### config.mk
export PLATFORM = sky130hd
export DESIGN_NAME = cheby_bf16
export DESIGN_NICKNAME = d
export VERILOG_FILES = /design/src/rtl/cheby_bf16.sv
export SDC_FILE = /design/constraint.sdc
export NUM_CORES = 1
export LEC_CHECK = 0
export BUFFER_PORTS_ARGS = -buffer_cell sky130_fd_sc_hd__buf_2
export CORE_ASPECT_RATIO = 0.6
export CORE_MARGIN = 1.5
export CORE_UTILIZATION = 55
export DETAILED_ROUTE_END_ITERATION = 12
export PLACE_DENSITY = 0.75
export SLEW_MARGIN = 0
export SYNTH_ARGS = -nofsm -noshare
export SYNTH_HDL_FRONTEND = slang
export SYNTH_SLANG_ARGS = --single-unit
### constraint.sdc
create_clock -name clk -period 9.55 [get_ports clk]
set_clock_uncertainty 0.2 [all_clocks]
set_input_delay 1.4325 -clock clk [delete_from_list [all_inputs] [get_ports clk]]
set_output_delay 1.4325 -clock clk [all_outputs]
set_load 0.03 [all_outputs]
### src/rtl/cheby_bf16.sv
// cheby_bf16: BF16 exp(x) unit. One operand is in flight at a time.
// The operand is converted to Q8.16 fixed point and range-reduced to 2^n * 2^f.
// 2^f is evaluated as a cubic Horner polynomial on one shared multiplier,
// and the result is repacked as BF16.
// The special-case inputs (NaN, Inf, zero/denormal, out-of-range) are resolved
// in the reduce step and carried to the output through the same state sequence,
// so they see the same latency as ordinary operands.
module cheby_bf16 (
  input  logic        clk,
  input  logic        rst,
  input  logic        in_valid,
  input  logic [15:0] in_data,
  output logic        in_ready,
  input  logic        out_ready,
  output logic [15:0] out_data,
  output logic        out_valid
);

  localparam logic [2:0] S_IDLE   = 3'd0;
  localparam logic [2:0] S_REDUCE = 3'd1;
  localparam logic [2:0] S_POLY1  = 3'd2;
  localparam logic [2:0] S_POLY2  = 3'd3;
  localparam logic [2:0] S_POLY3  = 3'd4;
  localparam logic [2:0] S_PACK   = 3'd5;
  localparam logic [2:0] S_OUT    = 3'd6;

  // log2(e) in Q1.16, and the Horner coefficients of 2^f in Q.16
  localparam logic [16:0] LOG2E = 17'd94548;
  localparam logic [17:0] C0    = 18'd65536;
  localparam logic [17:0] C1    = 18'd45600;
  localparam logic [17:0] C2    = 18'd14752;
  localparam logic [17:0] C3    = 18'd5184;

  localparam logic [15:0] BF_NAN  = 16'h7FC0;
  localparam logic [15:0] BF_PINF = 16'h7F80;
  localparam logic [15:0] BF_ZERO = 16'h0000;
  localparam logic [15:0] BF_ONE  = 16'h3F80;

  logic [2:0]         state_q, state_d;
  logic [15:0]        x_q, x_d;
  logic               special_q, special_d;
  logic [15:0]        spec_res_q, spec_res_d;
  logic signed [10:0] n_q, n_d;
  logic [15:0]        f_q, f_d;
  logic [17:0]        acc_q, acc_d;
  logic [15:0]        out_data_q, out_data_d;

  logic               red_sign;
  logic [7:0]         red_exp;
  logic [6:0]         red_man;
  logic [7:0]         red_sig;
  logic [23:0]        red_mag;
  logic signed [24:0] red_fx;
  logic signed [42:0] red_prod;
  logic signed [26:0] red_t;
  logic               red_special;
  logic [15:0]        red_spec_res;

  logic [33:0]        mul_full;
  logic [17:0]        mul_q16;
  logic [17:0]        poly_coeff;

  logic [17:0]        pk_p;
  logic signed [10:0] pk_n;
  logic [7:0]         pk_m8;
  logic [6:0]         pk_m;
  logic signed [10:0] pk_e;
  logic [15:0]        pk_res;

  assign in_ready  = (state_q == S_IDLE);
  assign out_valid = (state_q == S_OUT);
  assign out_data  = out_data_q;

  // Range reduction: BF16 -> signed Q8.16 X (truncated), then T = X*log2(e),
  // which is split into integer exponent n (floor) and fraction f.
  // The special operands are also classified here.
  always_comb begin
    red_sign     = x_q[15];
    red_exp      = x_q[14:7];
    red_man      = x_q[6:0];
    red_sig      = {1'b1, red_man};
    red_mag      = 24'd0;
    if (red_exp >= 8'd118) begin
      red_mag = {16'd0, red_sig} << (red_exp - 8'd118);
    end else if (red_exp >= 8'd111) begin
      red_mag = {16'd0, red_sig} >> (8'd118 - red_exp);
    end
    red_fx       = red_sign ? -$signed({1'b0, red_mag}) : $signed({1'b0, red_mag});
    red_prod     = 43'(red_fx) * $signed({26'd0, LOG2E});
    red_t        = 27'(red_prod >>> 16);

    red_special  = 1'b1;
    red_spec_res = BF_ZERO;
    if (red_exp == 8'hFF) begin
      if (red_man != 7'd0) begin
        red_spec_res = BF_NAN;
      end else begin
        red_spec_res = red_sign ? BF_ZERO : BF_PINF;
      end
    end else if (red_exp == 8'h00) begin
      red_spec_res = BF_ONE;
    end else if (red_exp >= 8'd134) begin
      red_spec_res = red_sign ? BF_ZERO : BF_PINF;
    end else begin
      red_special = 1'b0;
    end
  end

  // Shared Horner step: acc <- coeff + (f * acc) >> 16, coefficient picked by state
  always_comb begin
    mul_full   = 34'(f_q) * 34'(acc_q);
    mul_q16    = 18'(mul_full >> 16);
    poly_coeff = C0;
    case (state_q)
      S_POLY1: poly_coeff = C2;
      S_POLY2: poly_coeff = C1;
      default: poly_coeff = C0;
    endcase
  end

  // Normalization, mantissa rounding on P[8] and BF16 packing with saturation
  always_comb begin
    pk_p = acc_q;
    pk_n = n_q;
    if (pk_p >= 18'd131072) begin
      pk_p = pk_p >> 1;
      pk_n = pk_n + 11'sd1;
    end
    pk_m8 = {1'b0, pk_p[15:9]} + {7'd0, pk_p[8]};
    if (pk_m8[7]) begin
      pk_m = 7'd0;
      pk_n = pk_n + 11'sd1;
    end else begin
      pk_m = pk_m8[6:0];
    end
    pk_e = pk_n + 11'sd127;
    if (special_q) begin
      pk_res = spec_res_q;
    end else if (pk_e >= 11'sd255) begin
      pk_res = BF_PINF;
    end else if (pk_e <= 11'sd0) begin
      pk_res = BF_ZERO;
    end else begin
      pk_res = {1'b0, pk_e[7:0], pk_m};
    end
  end

  // Sequencing of the operation and the next value of every datapath register
  always_comb begin
    state_d    = state_q;
    x_d        = x_q;
    special_d  = special_q;
    spec_res_d = spec_res_q;
    n_d        = n_q;
    f_d        = f_q;
    acc_d      = acc_q;
    out_data_d = out_data_q;
    case (state_q)
      S_IDLE: begin
        if (in_valid) begin
          x_d     = in_data;
          state_d = S_REDUCE;
        end
      end
      S_REDUCE: begin
        special_d  = red_special;
        spec_res_d = red_spec_res;
        n_d        = red_t[26:16];
        f_d        = red_t[15:0];
        acc_d      = C3;
        state_d    = S_POLY1;
      end
      S_POLY1: begin
        acc_d   = poly_coeff + mul_q16;
        state_d = S_POLY2;
      end
      S_POLY2: begin
        acc_d   = poly_coeff + mul_q16;
        state_d = S_POLY3;
      end
      S_POLY3: begin
        acc_d   = poly_coeff + mul_q16;
        state_d = S_PACK;
      end
      S_PACK: begin
        out_data_d = pk_res;
        state_d    = S_OUT;
      end
      S_OUT: begin
        if (out_ready) begin
          state_d = S_IDLE;
        end
      end
      default: begin
        state_d = S_IDLE;
      end
    endcase
  end

  // State registers; reset drops any operation in flight and clears the datapath
  always_ff @(posedge clk or negedge rst) begin
    if (!rst) begin
      state_q    <= S_IDLE;
      x_q        <= 16'd0;
      special_q  <= 1'b0;
      spec_res_q <= 16'd0;
      n_q        <= 11'sd0;
      f_q        <= 16'd0;
      acc_q      <= 18'd0;
      out_data_q <= 16'd0;
    end else begin
      state_q    <= state_d;
      x_q        <= x_d;
      special_q  <= special_d;
      spec_res_q <= spec_res_d;
      n_q        <= n_d;
      f_q        <= f_d;
      acc_q      <= acc_d;
      out_data_q <= out_data_d;
    end
  end

endmodule

Word level (Yosys, flattened, before mapping)
Cells that the tools add are included.
{ "word_totals": {"ff_bits": 97, "inputBits": 20, "out_inout_bits": 18, "word_cells": 65} }
{ "op_classes": {"add_sub_neg": 8, "mul": 2, "magnitude_cmp": 6, "eq_ne": 9, "shift": 2, "n_mux": 23, "reduce_logical": 7} }
{ "ops": {"columns": ["operator", "count"], "rows": [
  ["15-bit 2-to-1 mux", 6],
  ["16-bit 2-to-1 mux", 3],
  ["24-bit 2-to-1 mux", 2],
  ["25-bit by 16-bit multiplier with 41-bit output, second input constant", 1],
  ["18-bit case mux with 2 select lines", 1],
  ["16-bit by 18-bit multiplier with 34-bit output", 1],
  ["17-bit case mux with 2 select lines", 1],
  ["25-bit 2-to-1 mux", 1],
  ["24-bit negation with 25-bit output", 1],
  ["8-bit by 8-bit << shifter with 24-bit output", 1],
  ["8-bit by 8-bit right shift with 24-bit output", 1],
  ["11-bit by 2-bit adder with 11-bit output, second input constant", 2],
  ["11-bit 2-to-1 mux", 2],
  ["3-bit case mux with 7 select lines", 1],
  ["18-bit adder", 1],
  ["18-bit >= comparator, second input constant", 1],
  ["8-bit by 7-bit >= comparator with 1-bit output, second input constant", 2],
  ["11-bit by 8-bit adder with 11-bit output, second input constant", 1],
  ["11-bit by 9-bit >= comparator with 1-bit output, second input constant", 1],
  ["11-bit by 1-bit <= comparator with 1-bit output, second input constant", 1],
  ["3-bit == test, second input constant", 3],
  ["7-bit by 1-bit adder with 8-bit output", 1],
  ["8-bit == test, second input constant", 1],
  ["8-bit >= comparator, second input constant", 1],
  ["other kinds (14)", 20]
]} }

Longest topological paths before layout
{ "logic_depth": {"depth_word": 9, "mapped_depth": 42, "depth_no_buf": 39} }

Worst setup path before layout
No wires, ideal clock.
{ "synth_path": {"kind": "flip-flop to flip-flop", "startpoint": "reg x_q[7]", "endpoint": "reg n_q[6]", "setup_ns": 0.133, "arrival_time_ns": 8.951, "t_required_ns": 9.217, "setup_slack_ns": 0.266, "stages_incl_launch_ff": 37, "n_path_buf": 4, "synth_period_minus_slack_ns": 9.284, "path_cell_list": "dfrtp_1 > buf_2 > inv_1 > buf_2 > ha_1 > clkbuf_1 > mux4_2 > a21o_1 > inv_1 > ha_1 > inv_1 > or4_1 > or2_1 > buf_2 > o21ai_0 > xor2_1 > ha_1 > fa_1 > ha_1 > fa_1 > fa_1 > inv_1 > fa_1 > inv_1 > ha_1 > a21o_1 > a21o_1 > a21o_1 > a21oi_1 > o21ai_0 > a31o_2 > o211ai_1 > nand2_1 > or2_2 > a21oi_1 > xor2_1 > o21ai_0"} }
{ "synth_between": {"elab_chain_cells": 7, "word_cells_on_any_way": 11, "cone_classes": "3 x add/sub; 1 x mul; 2 x order compare; 2 x shift; 3 x mux"} }
{ "synth_lines": {"columns": ["element", "line", "source"], "rows": [
  ["from (decl)", "40", "logic [15:0] x_q, x_d;"],
  ["from (signal assigned)", "204", "x_q <= 16'd0;"],
  ["from (signal assigned)", "213", "x_q <= x_d;"],
  ["7-bit by 8-bit subtractor with 8-bit output", "86", "red_mag = {16'd0, red_sig} >> (8'd118 - red_exp);"],
  ["8-bit by 8-bit right shift with 24-bit output", "86", null],
  ["24-bit 2-to-1 mux", "85", "end else if (red_exp >= 8'd111) begin"],
  ["24-bit 2-to-1 mux (*)", "83", "if (red_exp >= 8'd118) begin"],
  ["24-bit negation with 25-bit output", "88", "red_fx = red_sign ? -$signed({1'b0, red_mag}) : $signed({1'b0, red_mag});"],
  ["25-bit 2-to-1 mux (*)", "88", null],
  ["25-bit by 16-bit multiplier with 41-bit output (*)", "89", "red_prod = 43'(red_fx) * $signed({26'd0, LOG2E});"],
  ["to (signal assigned)", "216", "n_q <= n_d;"],
  ["to (decl)", "43", "logic signed [10:0] n_q, n_d;"]
]} }
Mark *: on every way between the ends. The rest lies on a longest branch, timed or not.
A chain may end at the register's enable or synchronous reset.

Worst setup path after layout
{ "layout_path": {"startpoint": "reg x_q[8]", "endpoint": "reg n_q[9]"} }
Same word-level chain as after synthesis.

==> summary.md <==
| Metric | Value |
|---|---|
| FP Rows | 57 |
| Critical path fanouts, max | 8 |
| Register area share after synthesis | under 10% |
| Netlist Area Pre-Place | around 0.022 sq mm |
| Overflow after GRT | 0 |
| CP bufs+invs | 7 |
| Htree depth | 3 |
| Outcome | finished, final reports clean |
| Crit path from | x_q[8]$_DFFE_PN0P_ |
| Delay-heaviest family, CP | adder cells |
| Crit path launch type | flop |
| Area leader, netlist | fa_1 |
| Yosys reg bits | 83 |
| Worst Setup End Kind | flop |
| Total iterations of the first detailed-routing run | 6 |
| Worst-margin pin slew | 985 ps |
| Post-synth top area share | a little under a third |
| Area Growth Syn to Fin | 7.24% |
| Cell count after synthesis | around 2600 |
| Final Hold Violating Endpoints | 0 |
| Fin crit period | a little over 9000 ps |
| DRT antenna net count | 0 |
| DR vias/cell | 5.72 |
| F_max | between 100 and 150 MHz |
| Final hold slack | just under 300 ps |
| Final setup fails | 0 |
| Drt wl/cell | 18.5 um |
| Clk Tree Root Cell | clkbuf_16 |
| CTS buffer count | 9 |
| FF-to-FF End | n_q[9]$_DFFE_PN0P_ |
| Share of layout cells above drive strength 1 | under 10% |
| Setup CP Type | flop to flop |
| Rel. slew slack | between 30% and 40% |
| Total global-route track usage | 28.5% |
| Number of synthesized flops with an enable pin | 0 |
| Core footprint | about 0.04 sq mm |
| Global-route wire length before repair | roughly 95 mm |
| Via Count | 17903 |
| Crit path DAT | between 9000 and 10000 ps |
| Initial core utilization | a little under three fifths |
| Routed WL | 57.9 mm |
| Worst-path clk slew | 80 ps |
| Crit path largest cell delay | 570 ps |
| Top cells by area, synth | fa_1 31%, ha_1 17%, dfrtp_1 9.3% |
| HP Class | flop to flop |
| Hold path depth | 2 |
| Crit path to | n_q[9]$_DFFE_PN0P_ |
| Die X | between 200 and 300 um |
| Number of global-route vias before repair | 18315 |
| Most common cell in the netlist | inv_1 |
| Required time worst endpoint | 9580 ps |
| Port-buffer cells | 36 |
| Final max-slew violation count | 0 |
| Top_reg_cell synth | dfrtp_1 |
| TritonCTS clock tree | done |
| Unique masters post-synth | 86 |
| Initial antenna violation count | 2 |
| Worst reg2reg path startpoint | x_q[8]$_DFFE_PN0P_ |
| CP Depth | 37 |
| Crit path max-delay cell type | or4_1 |
| Post-synth ARST share | between 90% and 100% |
| RD Place Congestion | 0.934 |
| Dpl hpwl | approximately 47 mm |
| Die area | 0.0421 sq mm |
| # IOs | 38 |
| Yosys warns | 0 |
| Commonest cells post-synth | 503 x inv_1, 343 x fa_1, 325 x nand2_1 |
| Largest net degree at the start of global routing | 73 |
| Critical path's most frequent cell | ha_1 |
| Final period util | a little over nine tenths |
| Clk Latency, worst-skew pair | around 380 ps |
| DRC Markers | 0 |
| Syn_area_per_cell | around 9 sq um |
| R2R Setup Slk | ~400 ps |
| Number of max-cap violations | 0 |
| Synthesized Nets | ~3200 |
| DR iter-0 viols | around 1600 |
| Nets | ~3300 |
| Die H | around 160 um |
| R2R depth | 37 |
| CTS max path bufs | 2 |
| Sinks on Clock Net | 83 |
[metrics by stage]
step / std cells / worst slack [ps] / instance area [sq um] / TNS [ps] / util [%]
detailed placement: 3108 / -14.6 / 23500 / -14.6 / 58.3
global placement: 3108 / 246 / 23500 / 0 / 58.3
floorplan: 2559 / 266 / 22500 / 0 / -
finish: 3132 / 399 / 24100 / 0 / 59.7
global route: 3132 / -15.7 / 24100 / -15.7 / 59.7
CTS: 3124 / 59.9 / 23800 / 0 / 59.1
[cells in the final DEF, fill, tap and decap left out, types with 5 or more instances in the layout]
cell	netlist	final
nor4_1	15	12
and2_1	101	101
a22o_1	7	7
or2_2	9	9
o21ai_1	5	11
mux2i_1	17	17
a21oi_1	58	55
dfrtp_1	83	78
nor3b_1	5	5
nand2_1	325	325
nor3_1	26	25
a31oi_1	17	16
a32oi_1	7	5
inv_1	503	502
nand3b_1	8	8
and3_1	14	14
a211oi_1	13	13
xor2_1	68	68
o21a_1	5	5
fa_1	343	343
or3_1	12	11
xnor2_1	83	80
buf_4	3	98
ha_1	298	296
nand3_1	50	48
mux2_2	27	27
o31ai_1	13	12
nor2_1	55	54
nand2b_1	18	18
a21o_1	38	38
buf_2	12	35
nand4_1	13	13
o21ai_0	98	89
nor2b_1	14	14
clkbuf_16	0	9
a21boi_0	5	5
dfrtp_2	0	5
o211ai_1	15	15
[area by class of cell]
type	count	area, sq um
antenna	1	2.50
timing repair buffer	133	911
tap	531	664
inverter	504	1890
fill	3432	16300
clock buffer	9	225
multi-input combinational	1864	18200
sequential	83	2080
clock inverter	7	92.6
[cells by family after synthesis]
family                     Yosys count  synth area share [%]
other                                1                0.0167
AOI/OAI and AO/OA                  339                  9.98
and+or+nand+nor                    682                  14.6
DFF                                 83                  9.25
adders and majority gates          641                  47.2
muxes                               49                  2.53
buffers and inverters              612                  10.4
xor gates and xnor gates           152                  5.99
[per-layer routing]
| metal | share of wire, % | track usage, % | vias up |
|---|---|---|---|
| li1 | - | - | 8228 |
| met1 | 47 | 44.2 | 8797 |
| met2 | 41 | 40.6 | 789 |
| met3 | 11 | 6.77 | 89 |
| met4 | 1.4 | 4.89 | 0 |
| met5 | 0 | 0 | - |
[timing repair]
| action | CTS | global route |
|---|---|---|
| resized for setup | 2 | 47 |
| gates cloned | 0 | 0 |
| pin swaps | 0 | 5 |
| endpoints found under the setup margin | 2 | 15 |
| setup buffers | 0 | 7 |
| hold buffers | 0 | 0 |
[how the worst min path moves through the flow]
stage	from	endpoint	slack (ps)
finish	spec_res_q[14]$_DFFE_PN0P_	spec_res_q[14]$_DFFE_PN0P_	300
global route	spec_res_q[6]$_DFFE_PN0P_	spec_res_q[6]$_DFFE_PN0P_	330
CTS	spec_res_q[14]$_DFFE_PN0P_	spec_res_q[14]$_DFFE_PN0P_	300
detailed placement	out_data[5]$_DFFE_PN0N_	out_data[5]$_DFFE_PN0N_	270
global placement	spec_res_q[14]$_DFFE_PN0P_	spec_res_q[14]$_DFFE_PN0P_	270
floorplan	spec_res_q[14]$_DFFE_PN0P_	spec_res_q[14]$_DFFE_PN0P_	250
[worst register-to-register path: cells and delay by family (launching register included)]
kind,cells,cell delay [ps]
AO/OA/AOI/OAI,15,2920
XOR/XNOR,2,340
adder cells (fa/ha/maj),9,3200
buffers and inverters,7,770
flip-flops,1,470
AND/OR/NAND/NOR,4,1110
[sequential cells by signal, indices dropped and copies added, names as in the netlist]
register    cells
state_q         3
out_data       15
x_q            16
spec_res_q      3
f_q            16
n_q            11
acc_q          18
special_q       1
Power is left out: the tool's default activity adds up to more than one toggle a clock period on the data nets, which glitch-free logic cannot reach.
